<file path="src/rtl/instr_decode_ctrl.sv">
`default_nettype none
// ============================================================================
// Module   : instr_decode_ctrl
// Brief    : Instruction decode and per-program run control (Start/HALT/Ack),
//            with halt-PC capture and a saturating executed-cycle counter.
// Revision : 1.0 - initial release
// ============================================================================
module instr_decode_ctrl #(
   parameter int IW   = 9,
   parameter int PCW  = 11,
   parameter int CNTW = 16
) (
   input  logic            Clk,
   input  logic            Reset,
   input  logic            Start,
   input  logic [IW-1:0]   Instr,
   input  logic [PCW-1:0]  ProgCtr,
   output logic            BranchEn,
   output logic [7:0]      Target,
   output logic [2:0]      AluOp,
   output logic [3:0]      RegAddr,
   output logic            RegWrEn,
   output logic            MemRdEn,
   output logic            MemWrEn,
   output logic            Ack,
   output logic [PCW-1:0]  HaltPc,
   output logic [CNTW-1:0] CycleCount
);

   typedef enum logic [1:0] {
      S_IDLE = 2'd0,
      S_RUN  = 2'd1,
      S_DONE = 2'd2
   } state_t;

   localparam logic [2:0] C_OP_LD   = 3'b100;
   localparam logic [2:0] C_OP_ST   = 3'b101;
   localparam logic [2:0] C_OP_BR   = 3'b110;
   localparam logic [2:0] C_OP_SYS  = 3'b111;
   localparam logic [5:0] C_IMM_HLT = 6'h3F;

   state_t          r_state;
   state_t          w_state_nxt;
   logic            r_ack;
   logic [PCW-1:0]  r_halt_pc;
   logic [CNTW-1:0] r_cycle_cnt;

   logic            w_exec;
   logic            w_halt;
   logic            w_enter_run;
   logic [2:0]      w_op;
   logic [5:0]      w_imm;
   logic [3:0]      w_reg;

   assign w_op  = Instr[8:6];
   assign w_imm = Instr[5:0];
   assign w_reg = Instr[3:0];

   // Reset blanks decode immediately rather than waiting for the state to clear.
   assign w_exec      = (r_state == S_RUN) && !Start && !Reset;
   assign w_halt      = w_exec && (w_op == C_OP_SYS) && (w_imm == C_IMM_HLT);
   assign w_enter_run = (r_state != S_RUN) && (w_state_nxt == S_RUN);

   always_comb begin
      w_state_nxt = r_state;
      case (r_state)
         S_IDLE:  if (Start)  w_state_nxt = S_RUN;
         S_RUN:   if (w_halt) w_state_nxt = S_DONE;
         S_DONE:  if (Start)  w_state_nxt = S_RUN;
         default: w_state_nxt = S_IDLE;
      endcase
   end

   always_comb begin
      BranchEn = 1'b0;
      Target   = 8'd0;
      AluOp    = 3'd0;
      RegAddr  = 4'd0;
      RegWrEn  = 1'b0;
      MemRdEn  = 1'b0;
      MemWrEn  = 1'b0;
      if (w_exec) begin
         case (w_op)
            C_OP_LD: begin
               MemRdEn = 1'b1;
               RegWrEn = 1'b1;
               RegAddr = w_reg;
            end
            C_OP_ST: begin
               MemWrEn = 1'b1;
               RegAddr = w_reg;
            end
            C_OP_BR: begin
               BranchEn = 1'b1;
               Target   = {{2{w_imm[5]}}, w_imm};
            end
            C_OP_SYS: ;
            default: begin
               AluOp   = w_op;
               RegAddr = w_reg;
               RegWrEn = 1'b1;
            end
         endcase
      end
   end

   always_ff @(posedge Clk) begin
      if (Reset) begin
         r_state     <= S_IDLE;
         r_ack       <= 1'b0;
         r_halt_pc   <= '0;
         r_cycle_cnt <= '0;
      end else begin
         r_state <= w_state_nxt;

         if (w_halt) begin
            r_ack     <= 1'b1;
            r_halt_pc <= ProgCtr;
         end else if ((r_state == S_DONE) && Start) begin
            r_ack <= 1'b0;
         end

         // A fresh program always starts counting from zero; the HALT cycle counts.
         if (w_enter_run) begin
            r_cycle_cnt <= '0;
         end else if (w_exec && (r_cycle_cnt != {CNTW{1'b1}})) begin
            r_cycle_cnt <= r_cycle_cnt + 1'b1;
         end
      end
   end

   assign Ack        = r_ack;
   assign HaltPc     = r_halt_pc;
   assign CycleCount = r_cycle_cnt;

endmodule
`default_nettype wire

</file>
<file path="config.mk">
export PLATFORM = sky130hd
export DESIGN_NAME = instr_decode_ctrl
export DESIGN_NICKNAME = d
export VERILOG_FILES = /design/src/rtl/instr_decode_ctrl.sv
export SDC_FILE = /design/constraint.sdc
export NUM_CORES = 1
export LEC_CHECK = 0
export CORE_MARGIN = 2
export CORE_UTILIZATION = 45
export DETAILED_ROUTE_END_ITERATION = 8
export PLACE_DENSITY_LB_ADDON = 0.1
export SYNTH_ARGS = -nofsm -noshare
export SYNTH_HDL_FRONTEND = slang
export SYNTH_SLANG_ARGS = --single-unit
export TNS_END_PERCENT = 10
</file>
<file path="constraint.sdc">
create_clock -name Clk -period 4.9 [get_ports Clk]
set_input_delay 0.98 -clock Clk [delete_from_list [all_inputs] [get_ports Clk]]
set_output_delay 0.98 -clock Clk [all_outputs]
set_load 0.03 [all_outputs]
</file>
==> results.py <==
metrics = {
    "finish": {
        "nets": 285,
        "seq_area_um2": 601,
        "syn_to_final_growth_pct": 48.7,
        "nFillCells": 308,
        "antenna_cells": 0,
        "fin_area_um2": 2320,
        "fin_util_pct": 69.5,
        "multiInputGateArea_um2": 861,
        "drive_above_1_share_pct": 5.73,
    },
    "synth": {
        "ys_ff_latch": 30,
        "ys_types": 38,
        "yosysWarningCount": 0,
        "synth_edf_count": 0,
        "synth_nets": 220,
        "synth_area_um2": 1560,
        "syn_inst": 196,
        "synth-main-ff-cell": "dfxtp_1",
        "async_reset_ff_share_pct": 0,
        "yosysSeqAreaShare_pct": 38.5,
        "avgSynthCellArea_um2": 7.96,
    },
    "flow_run": {
        "cap_violations": 0,
    },
    "timing": {
        "slew_viol_final": 0,
        "slew_headroom_pct": 59.4,
        "whs_ns": 0.466,
        "rsz0062_at_grt": "no",
        "period_needed_ns": 4.38,
        "timing.final.crit_share_pct": 89.3,
        "setup_viol": 0,
        "finClkSkew_ns": 0.00357,
        "finalHoldViolCount": 0,
        "finalSetupTns_ns": 0,
        "tightest_slew_ns": 0.606,
        "fmax_ghz": 0.228,
    },
    "detailed_routing": {
        "final_antenna_net_count": 0,
        "drc_errors": 0,
        "wl_per_cell_um": 13.0,
        "firstDrtPassIters": 4,
        "routed_wl_um": 4010,
        "via_per_inst": 5.48,
        "drt_iter0_markers": 137,
        "num_vias": 1688,
    },
    "cts": {
        "cts_tree": "yes",
        "clock_latency_ns": 0.34,
        "root_buffer": "clkbuf_4",
        "cts_setup_buffers": 0,
        "holdBufCountCts": 0,
        "cts_buffer_depth": 2,
        "ctsResizeCount": 0,
        "cts.reportedPaths.clkPinSlew_ns": 0.10,
        "cts_sinks": 30,
        "cts_max_level": 2,
        "cts-buffers-inserted": 5,
    },
    "floorplan": {
        "core_um2": 3340,
        "die_x_um": 62.9,
        "die_y_um": 62.9,
        "start_util_pct": 46.8,
        "ios": 70,
        "row_count": 21,
        "dieArea_um2": 3950,
    },
    "placed_design": {
        "detailed_place.area_um2": 2260,
        "gp_congestion": 0.878,
        "io_buffers": 68,
        "place_hpwl_um": 2870,
    },
    "critical_path": {
        "reg2reg_depth": 4,
        "path_max_fanout": 14,
        "end_kind": "primary output",
        "cp.required_ns": 3.92,
        "cpMostUsedCell": "clkdlybuf4s50_1",
        "start_kind": "primary input",
        "cpMaxStageDelayCell": "clkdlybuf4s50_1",
        "path_class": "in2out",
        "worstPathCellList": "clkdlybuf4s50_1 > or4b_4 > nor3_1 > and2_1 > clkdlybuf4s50_1",
        "worst_ep_arrival_time_ns": 3.40,
        "max_stage_delay_ns": 0.68,
    },
    "worst_hold_path": {
        "hold-path-cell-count": 2,
        "hold_path.class": "reg2reg",
    },
    "global_routing": {
        "antenna_found_initial": 0,
        "grt_max_degree": 19,
        "grt_pass1_vias": 1467,
        "grt_pass1_wl_um": 6580,
        "grt-ovfl-total": 0,
        "track_usage_pct": 21.0,
    },
    "pwr": {
        "leakage_uw": 0.000750,
        "total_power_uw": 458,
        "peakVddDrop_mv": 0.134,
        "powerDensity_nw_per_um2": 197,
    },
    "run_status": {
        "outcome": "finished clean",
    },
}
## routing by layer
metal	up-vias	track usage (%)	part of all wire, %
met3	7	7.03	5.3
met1	772	24.7	45
met2	45	34.2	48
met5	-	0	0
met4	0	10.0	1.8
li1	864	-	-
## where the power goes
group / switching (uW) / internal [uW]
combinational: 23.1 / 24.9
clock: 94.2 / 68.9
sequential: 1.73 / 245
## Yosys cell counts, types with 6 or more instances
cell type | instances | share of area [%]
nand4_1 | 6 | 2.4
clkbuf_1 | 9 | 2.2
or4_1 | 7 | 3.4
nor2_1 | 6 | 1.4
o21ai_0 | 13 | 4.2
a21oi_1 | 20 | 6.4
inv_1 | 7 | 1.7
nand2_1 | 17 | 4.1
nand3_1 | 18 | 5.8
dfxtp_1 | 30 | 38
o31ai_1 | 7 | 3.4
## stage by stage
step                      worst slack [ns]  cells
final                                0.522    308
after global routing                 0.418    308
after CTS                            0.514    308
after detailed placement             0.513    300
after global placement               0.562    300
after floorplan                      0.602    196
## worst paths after layout
| check | start | endpoint | slack, ns |
|---|---|---|---|
| max | Start | Target[6] | 0.52 |
| max reg2reg | r_state[0] | CycleCount[13] | 2.65 |
| min reg2reg | Ack | Ack | 0.47 |
| min | Ack | Ack | 0.47 |
## logic make-up after synthesis
logic type / Yosys count / share of synthesized area, %
adder cells (fa/ha/maj): 1 / 0.802
other: 1 / 0.240
flip-flops: 30 / 38.5
buffers and inverters: 21 / 6.33
multiplexers: 2 / 1.28
AO/OA/AOI/OAI: 54 / 21.4
AND/OR/NAND/NOR: 87 / 31.4
## final cells by class
class | instances | area share [%]
Clock buffer | 6 | 2.21
Timing Repair Buffer | 72 | 30.6
Tap cell | 46 | 2.48
Inverter | 7 | 1.13
Multi-Input combinational cell | 145 | 37.1
Sequential cell | 30 | 25.9
Clock inverter | 2 | 0.539
## cell usage in the layout (no fill, tap or decap), types with 2 or more instances in the layout
| master | Yosys | layout |
|---|---|---|
| or4_1 | 7 | 7 |
| buf_4 | 3 | 4 |
| nor3_1 | 5 | 5 |
| dfxtp_1 | 30 | 30 |
| and2_1 | 5 | 5 |
| nor2_1 | 6 | 6 |
| nand3_1 | 18 | 18 |
| and4_1 | 2 | 2 |
| nand4_1 | 6 | 6 |
| o211ai_1 | 5 | 5 |
| o41ai_1 | 3 | 3 |
| or3_1 | 5 | 5 |
| inv_1 | 7 | 7 |
| and3_1 | 4 | 4 |
| o31ai_1 | 7 | 7 |
| mux2i_1 | 2 | 2 |
| clkbuf_4 | 0 | 5 |
| nor4_1 | 5 | 5 |
| o21ai_0 | 13 | 13 |
| a21oi_1 | 20 | 20 |
| clkdlybuf4s50_1 | 0 | 68 |
| nand2_1 | 17 | 17 |
## sequential cells by signal, indices dropped and copies added (netlist names)
name        cells
CycleCount     16
HaltPc         11
r_state         2
Ack             1
## critical path, delay by kind of cell
family / cells / cell delay, ns
and+or+nand+nor: 3 / 1.25
buffers and inverters: 2 / 1.16
No activity file was read; power rests on OpenSTA's default activity.
==> variant, RTL diff (same settings) <==
Put one more register stage on the output `CycleCount`, cleared by the reset. The value now appears one clock later. The other outputs are not delayed to match.
--- a/src/rtl/instr_decode_ctrl.sv
+++ b/src/rtl/instr_decode_ctrl.sv
@@ -131,7 +131,13 @@
 
    assign Ack        = r_ack;
    assign HaltPc     = r_halt_pc;
-   assign CycleCount = r_cycle_cnt;
+   always_ff @(posedge Clk) begin
+      if (Reset) begin
+         CycleCount <= '0;
+      end else begin
+         CycleCount <= r_cycle_cnt;
+      end
+   end
 
 endmodule
 `default_nettype wire
Formal check against the unedited RTL: not equivalent (a bounded check fails within 4 cycles, from zero or initial values and one cycle with Reset high).
==> variant against the unedited design <==
  * Sequential cell count rose by 16
  * Wire length rose by 14%
  * Largest cell class unchanged
  * Clock skew rose by 4.5 ps
  * Final area rose by 17%
  * Area after synthesis rose by 25%
  * Total power rose by 39%
  * Die area rose by 24%
  * Sequential share of layout area rose by 8.1 points
  * Critical path depth fell by 1
  * Worst setup slack improved by 110 ps
  * Clock power rose by 29%
==> variant: results (changes against the unedited design) <==
status:
  outcome: "finished, final reports clean"
critical_path:
  cp_max_fo: 13  # -1
  crit_arrival_ps: 3290  # -110 ps
  rrSetupSlack_ps: 2630  # -20 ps
synth:
  syn_nets: 248  # +13%
  synthTopCellsByCount: "dfxtp_1 (46), a21oi_1 (22), nand3_1 (21)"
  synth_edf_count: 0  # unchanged
  synth-warning-count: 0  # unchanged
  yosysSeqAreaShare: 0.471  # +0.0860
  ys_top_cells_by_area: "dfxtp_1 (47%), a21oi_1 (5.6%), nor2b_1 (5.4%)"
  synth.distinct_cells: 38  # unchanged
  synthArstFlopShare: 0  # unchanged
floorplanning:
  initial_core_util: 0.479  # +0.0110
  rows: 23  # +9.5%
global_route:
  grt_usage: 0.193  # -0.0170
  first_global_vias: 1656  # +13%
  antenna_found_initial: 0  # unchanged
  grt_max_degree: 34  # +15
  grt_pass1_wl_mm: 7.66  # +16%
placement:
  hpwlAfterDp_mm: 3.27  # +14%
  place_worst_setup_slack_ps: 636  # +123 ps
  gp_congestion: 0.812  # -7.5%
  port_buffers: 68  # unchanged
  placed_cell_area_sq_um: 2630  # +17%
timing:
  worst_pin_slew_ps: 1080  # +475 ps
  clock_skew_ps: 8.07  # +4.50 ps
  fmax_ghz: 0.234  # +2.6%
power:
  max-vdd-ir-drop_mv: 0.164  # +22%
  p_leak_uw: 0.000945  # +26%
clocking:
  clockRootBuffer: "clkbuf_8"
  clock_path_buffers: 2  # unchanged
  clock_latency_ps: 290  # -50 ps
  postCtsSetupBuffers: 0  # unchanged
  post_cts_resized: 0  # unchanged
  h-tree-depth: 2  # unchanged
  clkTransAtPathRegs_ps: 70  # -30 ps
  cts_buffers: 5  # unchanged
cells_and_area:
  nets: 312  # +9.5%
  layout-drive-gt1-share: 0.0729  # +0.0157
  diodes: 0  # unchanged
drt:
  drt_first_pass_iters: 4  # unchanged
  viasPerCell: 5.44  # -0.78%
  drt_iter0_markers: 73  # -47%
  drt-total-wl_mm: 4.56  # +14%
worst_hold_path:
  hp-class: "reg2reg"
variant: cell count changes in the layout (fill, tap and decap cells not counted), sizes merged, moves of 4 or more:
| cell | change |
|---|---|
| dfxtp | +16 |
| o21ai | +5 |
| nor3 | +4 |
| or4 | -6 |
| buf | +8 |
| clkdlybuf4s50 | -9 |
| o31ai | -4 |
| nand2 | -7 |
| nor2b | +16 |
variant: worst paths after layout:
kind         cells after the start           start             end
max                              4           Start       Target[0]
min                              2             Ack             Ack
max reg2reg                      5  r_cycle_cnt[0]  r_cycle_cnt[5]
min reg2reg                      2             Ack             Ack
variant: worst max-delay path, cell delays in order:
cell	delay, ps
clkdlybuf4s50_1	510
or4b_1	770
nor4_1	300
clkdlybuf4s50_1	720
variant: cell type report:
type,count,area (sq um)
inverter,4,15.0
sequential,46,921
multi-input combinational,160,951
clock buffer,7,76.3
fill,358,1380
timing repair buffer,71,681
tap,50,62.6
variant: routing by layer:
| layer | vias up | GRT usage | part of all wire |
|---|---|---|---|
| met4 | 0 | 0.0769 | 0.016 |
| met1 | 826 | 0.244 | 0.45 |
| met3 | 6 | 0.0563 | 0.074 |
| met5 | - | 0 | 0 |
| li1 | 935 | - | - |
| met2 | 71 | 0.309 | 0.46 |
variant: kinds of logic (layout without fill, tap and decap cells):
family,count (synthesis),in the layout,share of synthesized area
simple gates,104,104,0.315
compound gates,50,50,0.143
flops,46,46,0.471
buf+inv,18,82,0.0429
mux,3,3,0.0154
fa+ha+maj,1,1,0.00640
other cells,1,1,0.00192
xor+xnor,1,1,0.00448
variant: where the power goes:
part | switching (uW) | total (uW) | internal, uW
registers | 1.89 | 377 | 375
clock network | 113 | 211 | 98.2
logic | 25.0 | 49.5 | 24.5
total | 140 | 637 | 498
variant: per-stage QoR:
step	utilization	hold WS (ps)	power, uW	cells
2_1_floorplan	-	451	407	224
3_3_place_gp	0.644	450	435	331
3_5_place_dp	0.644	457	435	331
4_1_cts	0.662	466	646	338
5_1_grt	0.662	482	662	338
6_report	0.662	460	637	338
